<file path="src/rtl/hazard_ctrl.sv">
// rtl/hazard_ctrl.sv - pipeline hazard/stall/flush controller for the 5-stage core
// Define HAZ_FORWARD_EN when forwarding exists (only load-use stalls); otherwise any RAW match stalls.
module hazard_ctrl #(
  parameter int CNT_W = 16,
  parameter int REG_W = 3
) (
  input  logic             clk,
  input  logic             rst,
  input  logic [REG_W-1:0] IDRs,
  input  logic [REG_W-1:0] IDRt,
  input  logic             IDUsesRs,
  input  logic             IDUsesRt,
  input  logic [REG_W-1:0] IDEX_WriteReg,
  input  logic             IDEX_RegWrite,
  input  logic             IDEX_MemRead,
  input  logic [REG_W-1:0] EXMEM_WriteReg,
  input  logic             EXMEM_RegWrite,
  input  logic [REG_W-1:0] MEMWB_WriteReg,
  input  logic             MEMWB_RegWrite,
  input  logic             BranchTaken,
  input  logic             DMemEn,
  input  logic             DMemStall,
  input  logic             DMemDone,
  input  logic             IMemStall,
  input  logic             Halt,
  output logic             PC_en,
  output logic             IFID_en,
  output logic             IDEX_en,
  output logic             EXMEM_en,
  output logic             MEMWB_en,
  output logic             IFID_flush,
  output logic             IDEX_flush,
  output logic             EXMEM_flush,
  output logic             halted,
  output logic [CNT_W-1:0] stallCount
);

  typedef enum logic [1:0] {RUN, DMEM_WAIT, HALTED} state_t;

  state_t     state_q, state_d;
  logic       halted_q, halted_d;
  logic [CNT_W-1:0] cnt_q, cnt_d;

  logic idex_match, exmem_match, memwb_match;
  logic load_use, data_hazard, dmem_stall;

  assign idex_match  = IDEX_RegWrite  & ((IDUsesRs & (IDRs == IDEX_WriteReg))  | (IDUsesRt & (IDRt == IDEX_WriteReg)));
  assign exmem_match = EXMEM_RegWrite & ((IDUsesRs & (IDRs == EXMEM_WriteReg)) | (IDUsesRt & (IDRt == EXMEM_WriteReg)));
  assign memwb_match = MEMWB_RegWrite & ((IDUsesRs & (IDRs == MEMWB_WriteReg)) | (IDUsesRt & (IDRt == MEMWB_WriteReg)));
  assign load_use    = IDEX_MemRead & idex_match;

`ifdef HAZ_FORWARD_EN
  assign data_hazard = load_use;
`else
  assign data_hazard = idex_match | exmem_match | memwb_match;
`endif

  // Once in DMEM_WAIT the wait is held purely by the absence of DMemDone.
  assign dmem_stall = (state_q == DMEM_WAIT) ? ~DMemDone
                                              : (DMemEn & DMemStall & ~DMemDone);

  always_comb begin
    PC_en       = 1'b1;
    IFID_en     = 1'b1;
    IDEX_en     = 1'b1;
    EXMEM_en    = 1'b1;
    MEMWB_en    = 1'b1;
    IFID_flush  = 1'b0;
    IDEX_flush  = 1'b0;
    EXMEM_flush = 1'b0;
    state_d     = state_q;
    if (rst) begin
      {PC_en, IFID_en, IDEX_en, EXMEM_en, MEMWB_en} = 5'b0;
      state_d = RUN;
    end else if (state_q == HALTED) begin
      {PC_en, IFID_en, IDEX_en, EXMEM_en, MEMWB_en} = 5'b0;
    end else if (dmem_stall) begin
      {PC_en, IFID_en, IDEX_en, EXMEM_en} = 4'b0;
      state_d = DMEM_WAIT;
    end else begin
      state_d = RUN;
      if (Halt) begin
        state_d = HALTED;
      end else if (BranchTaken) begin
        IFID_flush  = 1'b1;
        IDEX_flush  = 1'b1;
        EXMEM_flush = 1'b1;
      end else if (data_hazard) begin
        PC_en      = 1'b0;
        IFID_en    = 1'b0;
        IDEX_flush = 1'b1;
      end else if (IMemStall) begin
        PC_en      = 1'b0;
        IFID_flush = 1'b1;
      end
    end
  end

  always_comb begin
    halted_d = (state_d == HALTED);
    cnt_d    = cnt_q;
    if (rst)
      cnt_d = '0;
    else if ((state_q != HALTED) && !PC_en && (cnt_q != {CNT_W{1'b1}}))
      cnt_d = cnt_q + {{(CNT_W-1){1'b0}}, 1'b1};
  end

  always_ff @(posedge clk) begin
    if (rst) begin
      state_q  <= RUN;
      halted_q <= 1'b0;
      cnt_q    <= '0;
    end else begin
      state_q  <= state_d;
      halted_q <= halted_d;
      cnt_q    <= cnt_d;
    end
  end

  assign halted     = halted_q;
  assign stallCount = cnt_q;

endmodule

</file>
<file path="config.mk">
export PLATFORM = sky130hd
export DESIGN_NAME = hazard_ctrl
export DESIGN_NICKNAME = d
export VERILOG_FILES = /design/src/rtl/hazard_ctrl.sv
export SDC_FILE = /design/constraint.sdc
export NUM_CORES = 1
export LEC_CHECK = 0
export CORE_MARGIN = 3
export CORE_UTILIZATION = 39
export CTS_CLUSTER_DIAMETER = 80
export DETAILED_ROUTE_END_ITERATION = 10
export GPL_TIMING_DRIVEN = 1
export PLACE_DENSITY = 0.79
export SETUP_SLACK_MARGIN = 0.02
export SYNTH_ARGS = -nofsm -noshare
export SYNTH_HDL_FRONTEND = slang
export SYNTH_SLANG_ARGS = --single-unit
export TNS_END_PERCENT = 1
</file>
<file path="constraint.sdc">
create_clock -name clk -period 2 [get_ports clk]
set_clock_uncertainty 0.1 [all_clocks]
set_input_delay 0.3 -clock clk [delete_from_list [all_inputs] [get_ports clk]]
set_output_delay 0.3 -clock clk [all_outputs]
set_load 0.01 [all_outputs]
</file>
==> flow_summary_export.csv <==
group,metric,value,unit
cts,clock_sinks,19,
hold_path,worstHoldPathType,"in -> reg",
sta,relSlewSlack,68.8,%
final_layout,stdcell_count,286,
sta,min_period,2.02,ns
yosys,netlist.area_leader.share,28.0,%
pwr,p_leak,0.826,nW
drt,ant_nets,0,
sta,worstMarginPinSlew,0.461,ns
drt,top_layer,"met4",
job,cap_violations,0,
die,core.rowCount,20,
worst_setup_path,critPathRequiredTime,2.10,ns
die,pin_count,54,
final_layout,final_cell_mix,"30 x buf_4, 21 x clkdlybuf4s50_1, 18 x xnor2_1, 18 x dlygate4sd2_1, 17 x dfxtp_1",
pwr,power,0.875,mW
grt,grt_max_degree,27,
sta,grt_setup_unrepaired,"yes",
worst_setup_path,crit_path_end_kind,"flop",
yosys,syn_area,1360,µm²
grt,grt_pass1_vias,1549,
cts,root_buffer,"clkbuf_4",
sta,final-hold-violation-count,0,
cts,cts_tree,"built",
run_status,status,"finished with violations",
final_layout,layout_commonest_cell,"buf_4",
worst_setup_path,crit_path_top_delay_cell,"dfxtp_4",
drt,drc,0,
yosys,synth.avg_cell_area,8.38,µm²
placement,post_dp_cell_area,2140,µm²
pwr,vdd_drop_max,215,µV
yosys,ys_types,37,
sta,layout_worst_path_cycle_share,101,%
drt,drt-met1-wl,1.67,mm
yosys,synth_nets,192,
grt,grt_usage,20.2,%
placement,port_buffers,52,
worst_setup_path,path_max_fanout,26,
worst_setup_path,crit_arrival,2.12,ns
yosys,ys_ff_latch,19,
cts,clockBufferDepth,2,
drt,drt-initial-drc-count,58,
placement,place_inst,281,
final_layout,nFillCells,256,
sta,finalSetupViolations,5,
die,die_w,65,µm
drt,wl_per_cell,14.4,µm
yosys,synthArstFlopShare,0,%
sta,fin_tns_setup,-0.0721,ns
final_layout,final_area,2180,µm²
drt,dr_wl_met3,157,µm
sta,layout_setup_ws,-0.0184,ns
worst_setup_path,max_stage_delay,0.39,ns
cts,clkSlewWorstSetupHoldPaths,0.10,ns
yosys,synthCells,162,
worst_setup_path,r2r_slack,-0.02,ns
final_layout,drive_gt1_share,26.0,%
final_layout,n_antenna_cell,0,
grt,gr-total-overflow,0,
yosys,synth_flop_cell,"dfxtp_1",
final_layout,area_growth,60.9,%
yosys,synth_top_area_cell,"dfxtp_1",
placement,gp_congestion,0.822,
worst_setup_path,path_class,"reg -> reg",
yosys,ys_seq_area_share,28.0,%
drt,wirelength,4.11,mm
grt,grt_pass1_wl,6.92,mm
sta,slew_violations,0,
placement,dp_hpwl,3.21,mm
yosys,ys_warn_count,0,
drt,dr.pass1.iters,4,
die,core_area,3180,µm²
sta,fmaxAchievable,0.495,GHz
pwr,power_density,400,nW/µm²
final_layout,nets,273,
drt,num_vias,1556,
yosys,synth-edff-count,0,
die,dieHeight,65,µm
die,die_area,4230,µm²
cts,htreeDepth,1,
worst_setup_path,path_cells,"inv_2 -> a21oi_4 -> or3b_1 -> and4b_1 -> buf_12 -> nor2_2 -> mux2_4",
cts,clk_latency,0.31,ns
grt,antenna_found_initial,0,
die,start_util,42.7,%
worst_setup_path,cp-start-kind,"flop",
run_status,violations,"setup timing",
cts,cts_made_buffers,3,
drt,wl_met2,2.21,mm
drt,via_per_inst,5.44,
yosys,yosys-top-cells-area,"dfxtp_1 28%, xnor2_1 12%, a21oi_1 6.6%, or4_1 6.1%, o31ai_1 5.5%",
-- area by class of cell --
class	count	area [µm²]	area share, %
flip-flops and latches	19	388	17.8
well taps	44	55.1	2.52
multi-input cells	132	977	44.7
clock buffers	4	26.3	1.20
repair buffers	83	723	33.1
inverters	4	15.0	0.687
-- logic make-up after synthesis --
group / after synthesis / share of synthesized area, %
AOI/OAI and AO/OA: 43 / 20.1
adders and majority gates: 1 / 0.922
buffers and inverters: 11 / 5.25
xor gates and xnor gates: 18 / 11.6
and+or+nand+nor: 66 / 30.0
muxes: 4 / 4.06
DFF: 19 / 28.0
-- layer usage --
layer,vias to the layer above,GRT usage (%)
met5,-,0
met4,0,3.69
met3,11,4.68
met2,36,38.6
met1,741,22.7
li1,768,-
-- final timing paths --
| path | to | from | depth (start not counted) |
|---|---|---|---|
| max | stallCount[0] | state_q[0] | 7 |
| min | state_q[0] | DMemDone | 3 |
| min reg2reg | stallCount[4] | stallCount[4] | 2 |
| max reg2reg | stallCount[0] | state_q[0] | 7 |
-- state kept, by name (all words and copies together), names as in the netlist --
name and cells:
stallCount 16, halted 1, state_q 2
-- power by group --
group	total (mW)	switching [mW]	internal, mW
registers	0.397	0.0100	0.387
logic	0.277	0.125	0.152
clock network	0.200	0.122	0.0779
-- what timing repair did --
item | CTS | global route
buffers inserted | 0 | 1
hold buffers | 0 | 0
gates resized for setup | 62 | 6
pin swaps | 13 | 1
endpoints found under the setup margin | 24 | 20
-- through the flow --
stage | hold slack [ns] | utilization, % | setup WS [ns]
3_3_place_gp | 0.379 | 67.2 | -0.657
6_report | 0.276 | 68.7 | -0.0184
3_5_place_dp | 0.393 | 67.2 | -0.734
2_1_floorplan | 0.272 | - | 0.0344
5_1_grt | 0.295 | 68.7 | -0.121
4_1_cts | 0.414 | 68.3 | -0.0263
-- cell usage after synthesis, drive strengths merged, types with 4 or more instances --
cell type / n
dfxtp: 19
a21oi: 19
xnor2: 18
o31ai: 10
nand3: 6
buf: 5
and4: 8
or4: 11
nand2: 10
nor2: 9
nand2b: 4
and2: 4
inv: 4
o21ai: 8
-- worst max-delay path, delay by kind of cell, from the launching register on --
family                 cells  cell delay (ns)
buffers and inverters      2             0.23
DFF                        1             0.39
muxes                      1             0.29
AOI/OAI and AO/OA          1             0.16
and+or+nand+nor            3             0.75
Note: power is estimated with default switching activity, not from simulation.
